`config.mk`:
```
export PLATFORM = sky130hd
export DESIGN_NAME = psg_wave_fetch_flat
export DESIGN_NICKNAME = d
export VERILOG_FILES = /design/src/rtl/psg_wave_fetch_pkg.sv /design/src/rtl/psg_wave_fetch_if.sv /design/src/rtl/psg_wave_fetch_adr_mux.sv /design/src/rtl/psg_wave_fetch.sv /design/src/flat_wrapper.sv
export SDC_FILE = /design/constraint.sdc
export NUM_CORES = 1
export LEC_CHECK = 0
export CAP_MARGIN = 15
export CORE_MARGIN = 2
export CORE_UTILIZATION = 25
export CTS_CLUSTER_SIZE = 12
export DETAILED_ROUTE_END_ITERATION = 6
export SKIP_LAST_GASP = 1
export SLEW_MARGIN = 10
export SYNTH_ARGS = -nofsm -noshare
export SYNTH_HDL_FRONTEND = slang
export SYNTH_SLANG_ARGS = --single-unit
```
`constraint.sdc`:
```
create_clock -name clk -period 3 [get_ports clk]
set_input_delay 0.3 -clock clk [delete_from_list [all_inputs] [get_ports clk]]
set_output_delay 0.3 -clock clk [all_outputs]
set_load 0.03 [all_outputs]
```
`src/rtl/psg_wave_fetch_pkg.sv`:
```
// Shared constants, FSM state type and one-hot helper for psg_wave_fetch.
// Build option: PSG_FETCH_TIMEOUT_EN enables the bus wait limit.
package psg_fetch_pkg;

   localparam int NCH = 8;
   localparam int CHW = 3;
   localparam int TO_CYCLES_DEF = 63;

   typedef enum logic [1:0] {
      ARB,
      LATCH,
      BUS
   } state_t;

   function automatic logic [NCH-1:0] chan_oh(
      input logic [CHW-1:0] c
   );
      return NCH'(1) << c;
   endfunction

endpackage

```
`src/rtl/psg_wave_fetch_if.sv`:
```
// System bus read port used by the wave fetch unit.
// Ports: cyc_o/stb_o/adr_o from master, dat_i/ack_i from slave.
interface psg_wave_fetch_if #(
   parameter int AW = 24,
   parameter int DW = 16
);

   logic          cyc_o;
   logic          stb_o;
   logic [AW-1:0] adr_o;
   logic [DW-1:0] dat_i;
   logic          ack_i;

   modport master (
      output cyc_o,
      output stb_o,
      output adr_o,
      input  dat_i,
      input  ack_i
   );

   modport slave (
      input  cyc_o,
      input  stb_o,
      input  adr_o,
      output dat_i,
      output ack_i
   );

endinterface

```
`src/rtl/psg_wave_fetch_adr_mux.sv`:
```
// Combinational 8:1 channel address mux.
// Ports: i ch_adr (8 packed AW-bit), seln; o adr.
module psg_chan_adr_mux
   import psg_fetch_pkg::*;
#(
   parameter int AW = 24
) (
   input  logic [NCH*AW-1:0] ch_adr,
   input  logic [CHW-1:0]    seln,
   output logic [AW-1:0]     adr
);

   assign adr = ch_adr[seln*AW +: AW];

endmodule

```
`src/rtl/psg_wave_fetch.sv`:
```
// Bus-side fetch for the PSG arbiter grant; acks arbiter, reads sample.
// Ports: clk/rst/ce, seln/sel_any, ch_req/ch_adr, arb_ack, bus (master),
// ch_dat/ch_vld/ch_err, busy. Option: PSG_FETCH_TIMEOUT_EN.
module psg_wave_fetch
   import psg_fetch_pkg::*;
#(
   parameter int AW        = 24,
   parameter int DW        = 16,
   parameter int TO_CYCLES = TO_CYCLES_DEF
) (
   input  logic              clk,
   input  logic              rst,
   input  logic              ce,
   input  logic [CHW-1:0]    seln,
   input  logic              sel_any,
   input  logic [NCH-1:0]    ch_req,
   input  logic [NCH*AW-1:0] ch_adr,
   output logic              arb_ack,
   psg_wave_fetch_if.master  bus,
   output logic [DW-1:0]     ch_dat,
   output logic [NCH-1:0]    ch_vld,
   output logic [NCH-1:0]    ch_err,
   output logic              busy
);

   state_t          r_state;
   state_t          w_nxt;
   logic [CHW-1:0]  r_chan;
   logic [DW-1:0]   r_dat;
   logic [NCH-1:0]  r_vld;
   logic [NCH-1:0]  r_err;
   logic [AW-1:0]   w_adr;
   logic            w_start;
   logic            w_done;
   logic            w_tmo;
   logic            w_tmo_hit;
   logic            w_ack;
   logic            w_busy;

   psg_chan_adr_mux #(.AW(AW)) u_mux (
      .ch_adr (ch_adr),
      .seln   (seln),
      .adr    (w_adr)
   );

`ifdef PSG_FETCH_TIMEOUT_EN
   localparam int CW = $clog2(TO_CYCLES + 1);
   logic [CW-1:0] r_cnt;

   always_ff @(posedge clk) begin
      if (rst) begin
         r_cnt <= '0;
      end else if (w_start) begin
         r_cnt <= '0;
      end else if (r_state == BUS && !bus.ack_i) begin
         r_cnt <= r_cnt + 1'b1;
      end
   end

   // Fires on the wait cycle that brings the count to TO_CYCLES.
   assign w_tmo_hit = (r_state == BUS) && !bus.ack_i &&
                      (r_cnt == CW'(TO_CYCLES - 1));
`else
   logic w_unused_to;
   assign w_unused_to = ^TO_CYCLES;
   assign w_tmo_hit   = 1'b0;
`endif

   always_ff @(posedge clk) begin
      if (rst) r_state <= ARB;
      else     r_state <= w_nxt;
   end

   always_comb begin
      w_nxt   = r_state;
      w_ack   = 1'b0;
      w_busy  = 1'b0;
      w_start = 1'b0;
      w_done  = 1'b0;
      w_tmo   = 1'b0;
      unique case (r_state)
         ARB: begin
            w_ack = 1'b1;
            if (ce) w_nxt = LATCH;
         end
         LATCH: begin
            w_busy = 1'b1;
            // Arbiter keeps a stale owner when idle; reject it here.
            if (sel_any && ch_req[seln]) begin
               w_start = 1'b1;
               w_nxt   = BUS;
            end else begin
               w_nxt = ARB;
            end
         end
         BUS: begin
            w_busy = 1'b1;
            if (bus.ack_i) begin
               w_done = 1'b1;
               w_nxt  = ARB;
            end else if (w_tmo_hit) begin
               w_tmo = 1'b1;
               w_nxt = ARB;
            end
         end
         default: w_nxt = ARB;
      endcase
   end

   always_ff @(posedge clk) begin
      if (rst) begin
         r_chan    <= '0;
         r_dat     <= '0;
         r_vld     <= '0;
         r_err     <= '0;
         bus.cyc_o <= 1'b0;
         bus.stb_o <= 1'b0;
         bus.adr_o <= '0;
      end else begin
         r_vld <= '0;
         r_err <= '0;
         if (w_start) begin
            r_chan    <= seln;
            bus.adr_o <= w_adr;
            bus.cyc_o <= 1'b1;
            bus.stb_o <= 1'b1;
         end
         if (w_done) begin
            r_dat     <= bus.dat_i;
            r_vld     <= chan_oh(r_chan);
            bus.cyc_o <= 1'b0;
            bus.stb_o <= 1'b0;
         end
         if (w_tmo) begin
            r_dat     <= '0;
            r_err     <= chan_oh(r_chan);
            bus.cyc_o <= 1'b0;
            bus.stb_o <= 1'b0;
         end
      end
   end

   assign arb_ack = w_ack;
   assign busy    = w_busy;
   assign ch_dat  = r_dat;
   assign ch_vld  = r_vld;
   assign ch_err  = r_err;

endmodule
```
`src/flat_wrapper.sv`:
```
// flat-port wrapper written by rule: the top's interface ports become plain ports
module psg_wave_fetch_flat import psg_fetch_pkg::*;
#(
   parameter int AW        = 24,
   parameter int DW        = 16,
   parameter int TO_CYCLES = TO_CYCLES_DEF
)
  (clk, rst, ce, seln, sel_any, ch_req, ch_adr, arb_ack, ch_dat, ch_vld, ch_err, busy, bus_cyc_o, bus_stb_o, bus_adr_o, bus_dat_i, bus_ack_i);
  psg_wave_fetch_if #(.AW(AW), .DW(DW)) bus_i ();
  input  logic clk;
  input  logic rst;
  input  logic ce;
  input  logic [CHW-1:0] seln;
  input  logic sel_any;
  input  logic [NCH-1:0] ch_req;
  input  logic [NCH*AW-1:0] ch_adr;
  output logic arb_ack;
  output logic [DW-1:0] ch_dat;
  output logic [NCH-1:0] ch_vld;
  output logic [NCH-1:0] ch_err;
  output logic busy;
  output wire logic [$bits(bus_i.cyc_o)-1:0] bus_cyc_o;
  output wire logic [$bits(bus_i.stb_o)-1:0] bus_stb_o;
  output wire logic [$bits(bus_i.adr_o)-1:0] bus_adr_o;
  input wire logic [$bits(bus_i.dat_i)-1:0] bus_dat_i;
  input wire logic [$bits(bus_i.ack_i)-1:0] bus_ack_i;
  assign bus_cyc_o = bus_i.cyc_o;
  assign bus_stb_o = bus_i.stb_o;
  assign bus_adr_o = bus_i.adr_o;
  assign bus_i.dat_i = bus_dat_i;
  assign bus_i.ack_i = bus_ack_i;
  psg_wave_fetch #(.AW(AW), .DW(DW), .TO_CYCLES(TO_CYCLES)) u_core (.clk(clk), .rst(rst), .ce(ce), .seln(seln), .sel_any(sel_any), .ch_req(ch_req), .ch_adr(ch_adr), .arb_ack(arb_ack), .bus(bus_i), .ch_dat(ch_dat), .ch_vld(ch_vld), .ch_err(ch_err), .busy(busy));
endmodule
```
==> out/results.txt <==
status: complete, no violations
Setup Viol. Count Final: 0
n_diodes: 0
antenna-violating nets left: 0
r2r setup slk: 1280 ps
Mean Syn Cell Area: 12.0 um2
GRT overflow: 0
Iter 0 DRT Violations: 98
Final GP Congestion: 0.785
RSZ-0062 raised after global routing: false
Post-Synthesis Cells: 308
count of final hold-check violations: 0
drt pass-1 iters: 4
CP startpoint kind: input pin
Max Cap Viol: 0
Worst setup EP type: flip-flop
Port-buffer cells: 275
vias per cell: 4.86
row count: 44
hold-fix buffers at CTS: 0
sequential share of the synthesized area: 29.3%
Clock Sink Count: 54
fin util: 46.1%
Slew @ Worst Pin: 758 ps
R2R depth: 6
post-synth cell types: 34
hpwl dp: 11,300 um
H-tree depth: 2
Peak VDD IR: 258 uV
period utilization: 68.7%
Worst EP required: 3170 ps
initial antenna violation count: 0
chip height: 125 um
GRT Util Overall: 17.0%
crit path DAT: 2230 ps
P_leak: 2.29 nW
Post-route DRC: 0
FMAX: 0.486 GHz
nets@finish: 795
Final Max Slew Viols: 0
Vias: 3,661
clock root buffer master: clkbuf_16
clock transition at the registers of the reported paths: 70 ps
worst-path maximum fanout: 14
synthesized flop and latch total: 54
first-pass GRT wire length: 21,300 um
Hold Crit Class: in -> reg
Post-CTS Resized: 0
Hold Path End: u_core.r_chan[0]
initial core utilization: 25.4%
Period minus WS final: 2060 ps
pin count of the biggest net entering global routing: 31
post-CTS setup buffer count: 0
critical hold path startpoint: seln[0]
Yosys warnings: 0
Rel. slew slack: 49.5%
setup tns final: 0 ps
worst-skew pair later-pin latency: 290 ps
core outline area: 0.0145 mm2
CTS tree: built
Avg WL per Cell: 18.4 um
share of cells above drive strength 1: 20.6%
Mapped Area: 0.00368 mm2
CTS buffer count: 5
Setup Skew: 6.85 ps
Ports: 284
pwr dens: 309 mW/mm2
DRT Wirelength: 13,800 um
Die ar.: 0.0157 mm2
number of global-route vias before repair: 4,121
reg-to-reg endpoint: u_core.bus.adr_o[20]
Area growth syn-to-layout: 81.1%
Chip Width: 125 um
Hold Crit Depth: 3
critical path class: in -> reg
Crit Reg-Reg Startpoint: u_core.r_state[1]
clk buf depth: 2
FILL cells: 1,355
[state kept, by name, indices dropped and copies added (netlist names)]
name / flops
u_core.bus.adr_o: 24
u_core.bus.cyc_o: 1
u_core.ch_dat: 16
u_core.ch_vld: 8
u_core.r_chan: 3
u_core.r_state: 2
[cell usage in the layout (no fill, tap or decap), types with 2 or more instances in the layout]
| master | n |
|---|---|
| nand3_1 | 7 |
| nor4_1 | 2 |
| conb_1 | 8 |
| clkdlybuf4s50_1 | 272 |
| nand2_1 | 4 |
| o21ai_1 | 21 |
| nor2b_1 | 2 |
| clkbuf_16 | 5 |
| nand2b_1 | 3 |
| clkinv_4 | 2 |
| dfxtp_1 | 54 |
| ha_1 | 3 |
| mux2_2 | 24 |
| buf_2 | 2 |
| nor3_1 | 4 |
| o21ai_0 | 6 |
| a22o_1 | 16 |
| mux4_2 | 49 |
| inv_1 | 4 |
| mux2i_1 | 4 |
| a211oi_1 | 2 |
| buf_4 | 9 |
| a21oi_1 | 28 |
| nor2_1 | 5 |
| nand3_2 | 20 |
[power by group]
part / internal [mW] / switching [mW] / total (mW)
logic: 0.456 / 0.258 / 0.715
registers: 0.733 / 0.0110 / 0.744
clock network: 0.336 / 0.267 / 0.603
total: 1.52 / 0.537 / 2.06
[synth_stat cells, drive strengths merged]
cell	n	share of area (%)
nor3	4	0.54
ha	3	1.0
nor2	6	0.81
clkbuf	12	1.2
a21oi	28	3.8
nor4	2	0.34
mux2	24	7.3
a2111oi	1	0.24
nor2b	2	0.34
buf	27	6.1
nand3	27	6.4
a211oi	2	0.41
and3	1	0.17
and2	1	0.17
mux4	49	30
mux2i	4	1.1
nand2b	3	0.51
a221oi	1	0.71
a31oi	1	0.17
a221o	1	0.31
dfxtp	54	29
o21ai	27	3.7
o21a	1	0.20
o41ai	1	0.24
a22o	16	3.8
inv	4	0.41
conb	1	0.10
nand2	4	0.41
or2	1	0.17
[critical path, cell delays in order]
cell	delay (ps)
clkdlybuf4s50_1	430
mux4_2	530
or2_1	520
buf_16	290
nand3_1	80
a21oi_1	60
[logic make-up (layout without fill, tap and decap cells)]
group / count (synthesis) / count (layout) / share of synthesized area [%]
DFF: 54 / 54 / 29.3
AOI/OAI and AO/OA: 79 / 79 / 13.5
buffers and inverters: 43 / 297 / 7.78
muxes: 77 / 77 / 38.4
adders and majority gates: 3 / 3 / 1.02
and+or+nand+nor: 51 / 51 / 9.85
other: 1 / 8 / 0.102
[per-layer routing]
layer  track usage [%]  share of wire (%)  wire length [um]
met1              18.4                 37              5140
met2              32.7                 54              7400
met3              5.09                7.9              1090
met4              3.40                1.3               184
met5                 0                  0                 0
[metrics by stage]
| stage | hold WS (ps) | worst slack (ps) | std cells | power (mW) | area [um2] |
|---|---|---|---|---|---|
| final | 468 | 940 | 753 | 2.06 | 6670 |
| after global routing | 511 | 882 | 753 | 2.17 | 6670 |
| after CTS | 481 | 931 | 753 | 2.10 | 6670 |
| after detailed placement | 466 | 627 | 745 | 1.48 | 6520 |
| after global placement | 461 | 476 | 744 | 1.47 | 6490 |
| after floorplan | 403 | 1310 | 315 | 1.11 | 3710 |
[how the worst max path moves through the flow]
stage / start / to / depth (start not counted)
floorplan: seln[0] / u_core.bus.adr_o[18] / 6
global placement: ch_req[0] / u_core.r_chan[1] / 5
detailed placement: ch_req[6] / u_core.bus.adr_o[0] / 6
CTS: ch_req[6] / u_core.bus.adr_o[0] / 6
global route: ch_req[6] / u_core.bus.adr_o[23] / 6
finish: ch_req[6] / u_core.bus.adr_o[0] / 6
[cell type report]
cell class | count | area, um2 | area share (%)
clock buffers | 6 | 139 | 2.08
well taps | 184 | 230 | 3.45
clock inverters | 2 | 17.5 | 0.262
flip-flops and latches | 54 | 1080 | 16.2
repair buffers | 285 | 2850 | 42.7
inverters | 4 | 15.0 | 0.225
multi-input cells | 218 | 2340 | 35.1
(Power assumes the default switching activity.)
